--- src/rtl/chunked_add_sub.sv ---
// chunked_add_sub: multi-cycle WIDTH-bit adder/subtractor that adds one CHUNK-bit slice per clock,
// carrying between slices through a register so no full-width carry chain exists.
//
// Ports:
//   clk, rst_n          clock, asynchronous active-low reset
//   in_valid, in_ready  operand handshake (in_ready high only in IDLE)
//   a, b, sub, cin      operands; sub=1 computes a - b (cin ignored), sub=0 computes a + b + cin
//   out_valid, out_ready result handshake (out_valid high only in DONE)
//   sum, cout, ovf, zero result and flags; cout=1 on sub means no borrow
module chunked_add_sub #(
  parameter int unsigned WIDTH = 16,
  parameter int unsigned CHUNK = 4
) (
  input  logic             clk,
  input  logic             rst_n,
  input  logic             in_valid,
  output logic             in_ready,
  input  logic [WIDTH-1:0] a,
  input  logic [WIDTH-1:0] b,
  input  logic             sub,
  input  logic             cin,
  output logic             out_valid,
  input  logic             out_ready,
  output logic [WIDTH-1:0] sum,
  output logic             cout,
  output logic             ovf,
  output logic             zero
);

  // Guarded so an illegal CHUNK still reaches the elaboration error below.
  localparam int unsigned CW     = (CHUNK == 0) ? 1 : CHUNK;
  localparam int unsigned NCHUNK = WIDTH / CW;
  localparam int unsigned IDXW   = (NCHUNK > 1) ? $clog2(NCHUNK) : 1;

  if ((CHUNK == 0) ? 1'b1 : ((WIDTH % CHUNK) != 0)) begin : gen_param_check
    $error("chunked_add_sub: WIDTH must be a nonzero multiple of CHUNK");
  end

  typedef enum logic [1:0] {StIdle, StRun, StDone} state_e;

  state_e            state_q, state_d;
  logic [WIDTH-1:0]  a_q, a_d;
  logic [WIDTH-1:0]  b_q, b_d;      // b already inverted for subtraction
  logic              carry_q, carry_d;
  logic [IDXW-1:0]   idx_q, idx_d;
  logic [WIDTH-1:0]  sum_q, sum_d;
  logic              cout_q, cout_d;
  logic              ovf_q, ovf_d;
  logic              zero_q, zero_d;

  logic [31:0]       base;
  logic [CW-1:0]     a_s, b_s, s;
  logic              c, c_msb;

  always_comb begin
    state_d = state_q;
    a_d     = a_q;
    b_d     = b_q;
    carry_d = carry_q;
    idx_d   = idx_q;
    sum_d   = sum_q;
    cout_d  = cout_q;
    ovf_d   = ovf_q;
    zero_d  = zero_q;

    // Bit-level ripple across the current slice; c_msb ends as the carry into the slice MSB,
    // which on the last slice is the carry into the word MSB.
    base  = 32'(idx_q) * CW;
    a_s   = a_q[base +: CW];
    b_s   = b_q[base +: CW];
    c     = carry_q;
    c_msb = carry_q;
    s     = '0;
    for (int i = 0; i < CW; i++) begin
      c_msb = c;
      s[i]  = a_s[i] ^ b_s[i] ^ c;
      c     = (a_s[i] & b_s[i]) | (c & (a_s[i] ^ b_s[i]));
    end

    unique case (state_q)
      StIdle: begin
        if (in_valid) begin
          a_d     = a;
          b_d     = sub ? ~b : b;
          carry_d = sub | cin;
          idx_d   = '0;
          state_d = StRun;
        end
      end
      StRun: begin
        sum_d[base +: CW] = s;
        carry_d           = c;
        idx_d             = idx_q + 1'b1;
        if (idx_q == IDXW'(NCHUNK - 1)) begin
          cout_d  = c;
          ovf_d   = c ^ c_msb;
          zero_d  = (sum_d == '0);
          state_d = StDone;
        end
      end
      StDone: begin
        if (out_ready) state_d = StIdle;
      end
      default: state_d = StIdle;
    endcase
  end

  always_ff @(posedge clk or negedge rst_n) begin
    if (!rst_n) begin
      state_q <= StIdle;
      a_q     <= '0;
      b_q     <= '0;
      carry_q <= 1'b0;
      idx_q   <= '0;
      sum_q   <= '0;
      cout_q  <= 1'b0;
      ovf_q   <= 1'b0;
      zero_q  <= 1'b0;
    end else begin
      state_q <= state_d;
      a_q     <= a_d;
      b_q     <= b_d;
      carry_q <= carry_d;
      idx_q   <= idx_d;
      sum_q   <= sum_d;
      cout_q  <= cout_d;
      ovf_q   <= ovf_d;
      zero_q  <= zero_d;
    end
  end

  // Decoded from the state register only: no path from in_valid or out_ready.
  assign in_ready  = (state_q == StIdle);
  assign out_valid = (state_q == StDone);
  assign sum       = sum_q;
  assign cout      = cout_q;
  assign ovf       = ovf_q;
  assign zero      = zero_q;

endmodule

--- config.mk ---
export PLATFORM = sky130hd
export DESIGN_NAME = chunked_add_sub
export DESIGN_NICKNAME = d
export VERILOG_FILES = /design/src/rtl/chunked_add_sub.sv
export SDC_FILE = /design/constraint.sdc
export NUM_CORES = 1
export LEC_CHECK = 0
export BUFFER_PORTS_ARGS = -buffer_cell sky130_fd_sc_hd__buf_2
export CAP_MARGIN = 25
export CORE_MARGIN = 4
export CORE_UTILIZATION = 55
export CTS_CLUSTER_DIAMETER = 30
export DETAILED_ROUTE_END_ITERATION = 12
export PLACE_DENSITY = 0.8
export SETUP_SLACK_MARGIN = 0.02
export SKIP_CTS_REPAIR_TIMING = 1
export SLEW_MARGIN = 10
export SYNTH_ARGS = -nofsm -noshare
export SYNTH_HDL_FRONTEND = slang
export SYNTH_SLANG_ARGS = --single-unit
--- constraint.sdc ---
create_clock -name clk -period 4.8 [get_ports clk]
set_input_delay 0.96 -clock clk [delete_from_list [all_inputs] [get_ports clk]]
set_output_delay 0.96 -clock clk [all_outputs]
set_load 0.03 [all_outputs]
==> results.ini <==
[sta]
slew_violations=0
fmax_mhz=281
finalSetupTns_ps=0
fin_crit_sh_pct=74.1
max_slew.worst_pin.slew_ps=721
fin_skew_ps=4.35
finalCriticalPeriod_ps=3550
rsz0062_at_grt=false
setup_viol=0
relSlewSlack_pct=51.9
hold_violations=0
fin_ws_ps=1250

[synthesis]
synthMuxAreaShare_pct=7.68
syn_area_mm2=0.00288
avgSynthCellArea_um2=9.91
synth_adder_area_share_pct=5.38
ys_ff_latch=56
seq_area_frac_synth_pct=48.6
synth.distinct_cells=36
synth_xor_area_share_pct=5.16
ys_warn_count=0
synth_fp_nets=339
netlist_instances=291
yosys.area_share.simple_pct=17.1
yosysTopAreaCell=dfrtp_1
synthTopCellsByArea=dfrtp_1 49%, nand2_1 12%, mux4_2 6.3%
synth_top_family_by_area=simple AND/OR/NAND/NOR gates
netlist.area_leader.share_pct=48.6
synth-compound-area-share_pct=11.2

[cells_and_area]
instances_no_fill=414
seq_area_mm2=0.00140
synthToLayoutAreaGrowth_pct=14.7
final.fill_count=441
layout.nets=391
drive_gt1_share_pct=22.7
diodes=0
multi_input_area_mm2=0.00134

[cts]
cts.sinks=56
cts_buffers=5
htree_levels=2
clock_path_buffers=2
path_clk_slew_ps=90
cts_tree=done
clock_latency_ps=310
cts_root_buffer=clkbuf_8

[floorplan]
row_count=26
die_height_um=80.4
design.core.area_mm2=0.00511
die_w_um=80.4
initial_core_util_pct=56.4
die_area_mm2=0.00646
io_pins=59

[drt]
dr.pass1.iters=4
vias=2218
drc=0
wl_per_cell_um=14.0
dr.first_iter.drc_count=132
drt-total-wl_um=5810
ant_nets=0
via_per_inst=5.36

[global_route]
grt_usage_pct=19.3
grt_pass1_wl_um=9660
grt_antenna_before_repair=0
grt_max_degree=57
grt_pass1_vias=2071
grt-ovfl-total=0

[pwr]
vdd_drop_max_uv=418
p_leak_nw=1.62
p_per_area_mw_per_mm2=776

[status]
status=completed

[worst_setup_path]
path_cells=mux4_2 > inv_1 > fa_1 > inv_1 > fa_1 > inv_1 > fa_1 > fa_1 > nor4b_1 > mux2i_1 > nand4_1 > a21oi_1 > a32o_1
worstSetupEndpointType=register
slowest_delay_ps=630
crit_path_frequent_cell=fa_1
slowest_stage=dfrtp_1
startpoint_type=register
crit_type=reg2reg
crit_arrival_ps=3760
critPathMaxFanout=12
cp.required_ps=5000

[place]
gp_congestion=0.862
port_buffers=58
dp_hpwl_um=4310
place_ws_ps=1260
dp.cells=406

[min_path]
hold_path.class=reg2reg

[flow_run]
cap_viol_max_count=0

-- through the flow --
step	instance area, µm²	hold WS (ps)	utilization (%)	total power [W]
after floorplan	2880	440	-	0.00193
after global placement	3200	457	62.6	0.00224
after detailed placement	3200	459	62.6	0.00228
after CTS	3310	483	64.7	0.00258
after global routing	3310	507	64.7	0.00279
final	3310	475	64.7	0.00257
-- worst max-delay path: cells and delay by family, from the launching register on --
family                   cells  cell delay, ps
AO/OA/AOI/OAI                2             260
flip-flops                   1             630
buffers and inverters        3             180
multiplexers                 2             430
AND/OR/NAND/NOR              2             430
adder cells (fa/ha/maj)      4            1510
-- placed cells by master (no fill, tap or decap), types with 3 or more instances in the layout --
master | netlist | final
buf_4 | 0 | 3
nand2b_1 | 5 | 5
mux2i_1 | 3 | 3
a21oi_1 | 4 | 4
a211o_1 | 3 | 3
mux4_2 | 8 | 8
o31ai_1 | 4 | 4
fa_1 | 4 | 4
buf_2 | 7 | 58
o21ai_1 | 25 | 25
nor4b_1 | 3 | 3
inv_1 | 15 | 15
clkbuf_8 | 0 | 5
xnor2_1 | 17 | 17
dfrtp_1 | 56 | 56
ha_1 | 6 | 6
o41ai_1 | 6 | 6
nand2_1 | 89 | 89
o21ai_0 | 5 | 5
-- final timing paths --
| check | startpoint | end | slack (ps) | cells past startpoint |
|---|---|---|---|---|
| max | idx_q[1]$_DFFE_PN0P_ | zero$_DFFE_PN0P_ | 1250 | 13 |
| min reg2reg | a_q[10]$_DFFE_PN0P_ | a_q[10]$_DFFE_PN0P_ | 470 | 2 |
| max reg2reg | idx_q[1]$_DFFE_PN0P_ | zero$_DFFE_PN0P_ | 1250 | 13 |
| min in group asynchronous | rst_n | sum[10]$_DFFE_PN0P_ | 770 | 2 |
| max in group asynchronous | rst_n | b_q[3]$_DFFE_PN0P_ | 3570 | 2 |
| min | a_q[10]$_DFFE_PN0P_ | a_q[10]$_DFFE_PN0P_ | 470 | 2 |
-- cell families after synthesis --
family / after synthesis
xor+xnor: 17
compound gates: 52
flops: 56
mux: 12
buf+inv: 31
simple gates: 113
fa+ha+maj: 10
-- Yosys cell counts --
cell,count
or3_1,1
buf_2,7
nand3b_1,2
buf_6,2
o31a_1,1
nand2_1,89
nand4_1,1
nand2b_4,1
dfrtp_1,56
mux4_2,8
nor2_1,2
clkbuf_1,7
o41ai_1,6
a32o_1,1
nor3_1,2
a221oi_1,1
mux2_1,1
nand2b_1,5
nor4_1,2
and2_1,1
nand3_1,1
nor2b_1,2
o21bai_1,1
nand2_2,1
xnor2_1,17
a211o_1,3
inv_1,15
o2111ai_1,1
o21ai_0,5
o31ai_1,4
nor4b_1,3
fa_1,4
a21oi_1,4
ha_1,6
o21ai_1,25
mux2i_1,3
-- registers in the layout, summed over array words and instances, names as in the netlist --
signal,flops
cout,1
sum,16
state_q,2
carry_q,1
b_q,16
zero,1
a_q,16
idx_q,2
ovf,1
-- report_power, final --
part	switching [W]	internal, W
combinational	0.000889	0.000556
clock	0.000145	0.000155
sequential	0.000142	0.000680
total	0.00118	0.00139
-- metal layers --
metal / wire [µm] / vias up / global-route usage [%]
li1: - / 1081 / -
met1: 2590 / 1057 / 26.0
met2: 2800 / 70 / 31.0
met3: 317 / 10 / 3.25
met4: 102 / 0 / 7.60
met5: 0 / - / 0
-- cell type report --
cell class	count	area share [%]
Multi-Input combinational cell	204	40.6
Clock buffer	6	2.19
Inverter	15	1.70
Timing Repair Buffer	61	9.46
Sequential cell	56	42.4
Tap cell	70	2.65
Clock inverter	2	1.06
(Power assumes the default switching activity.)
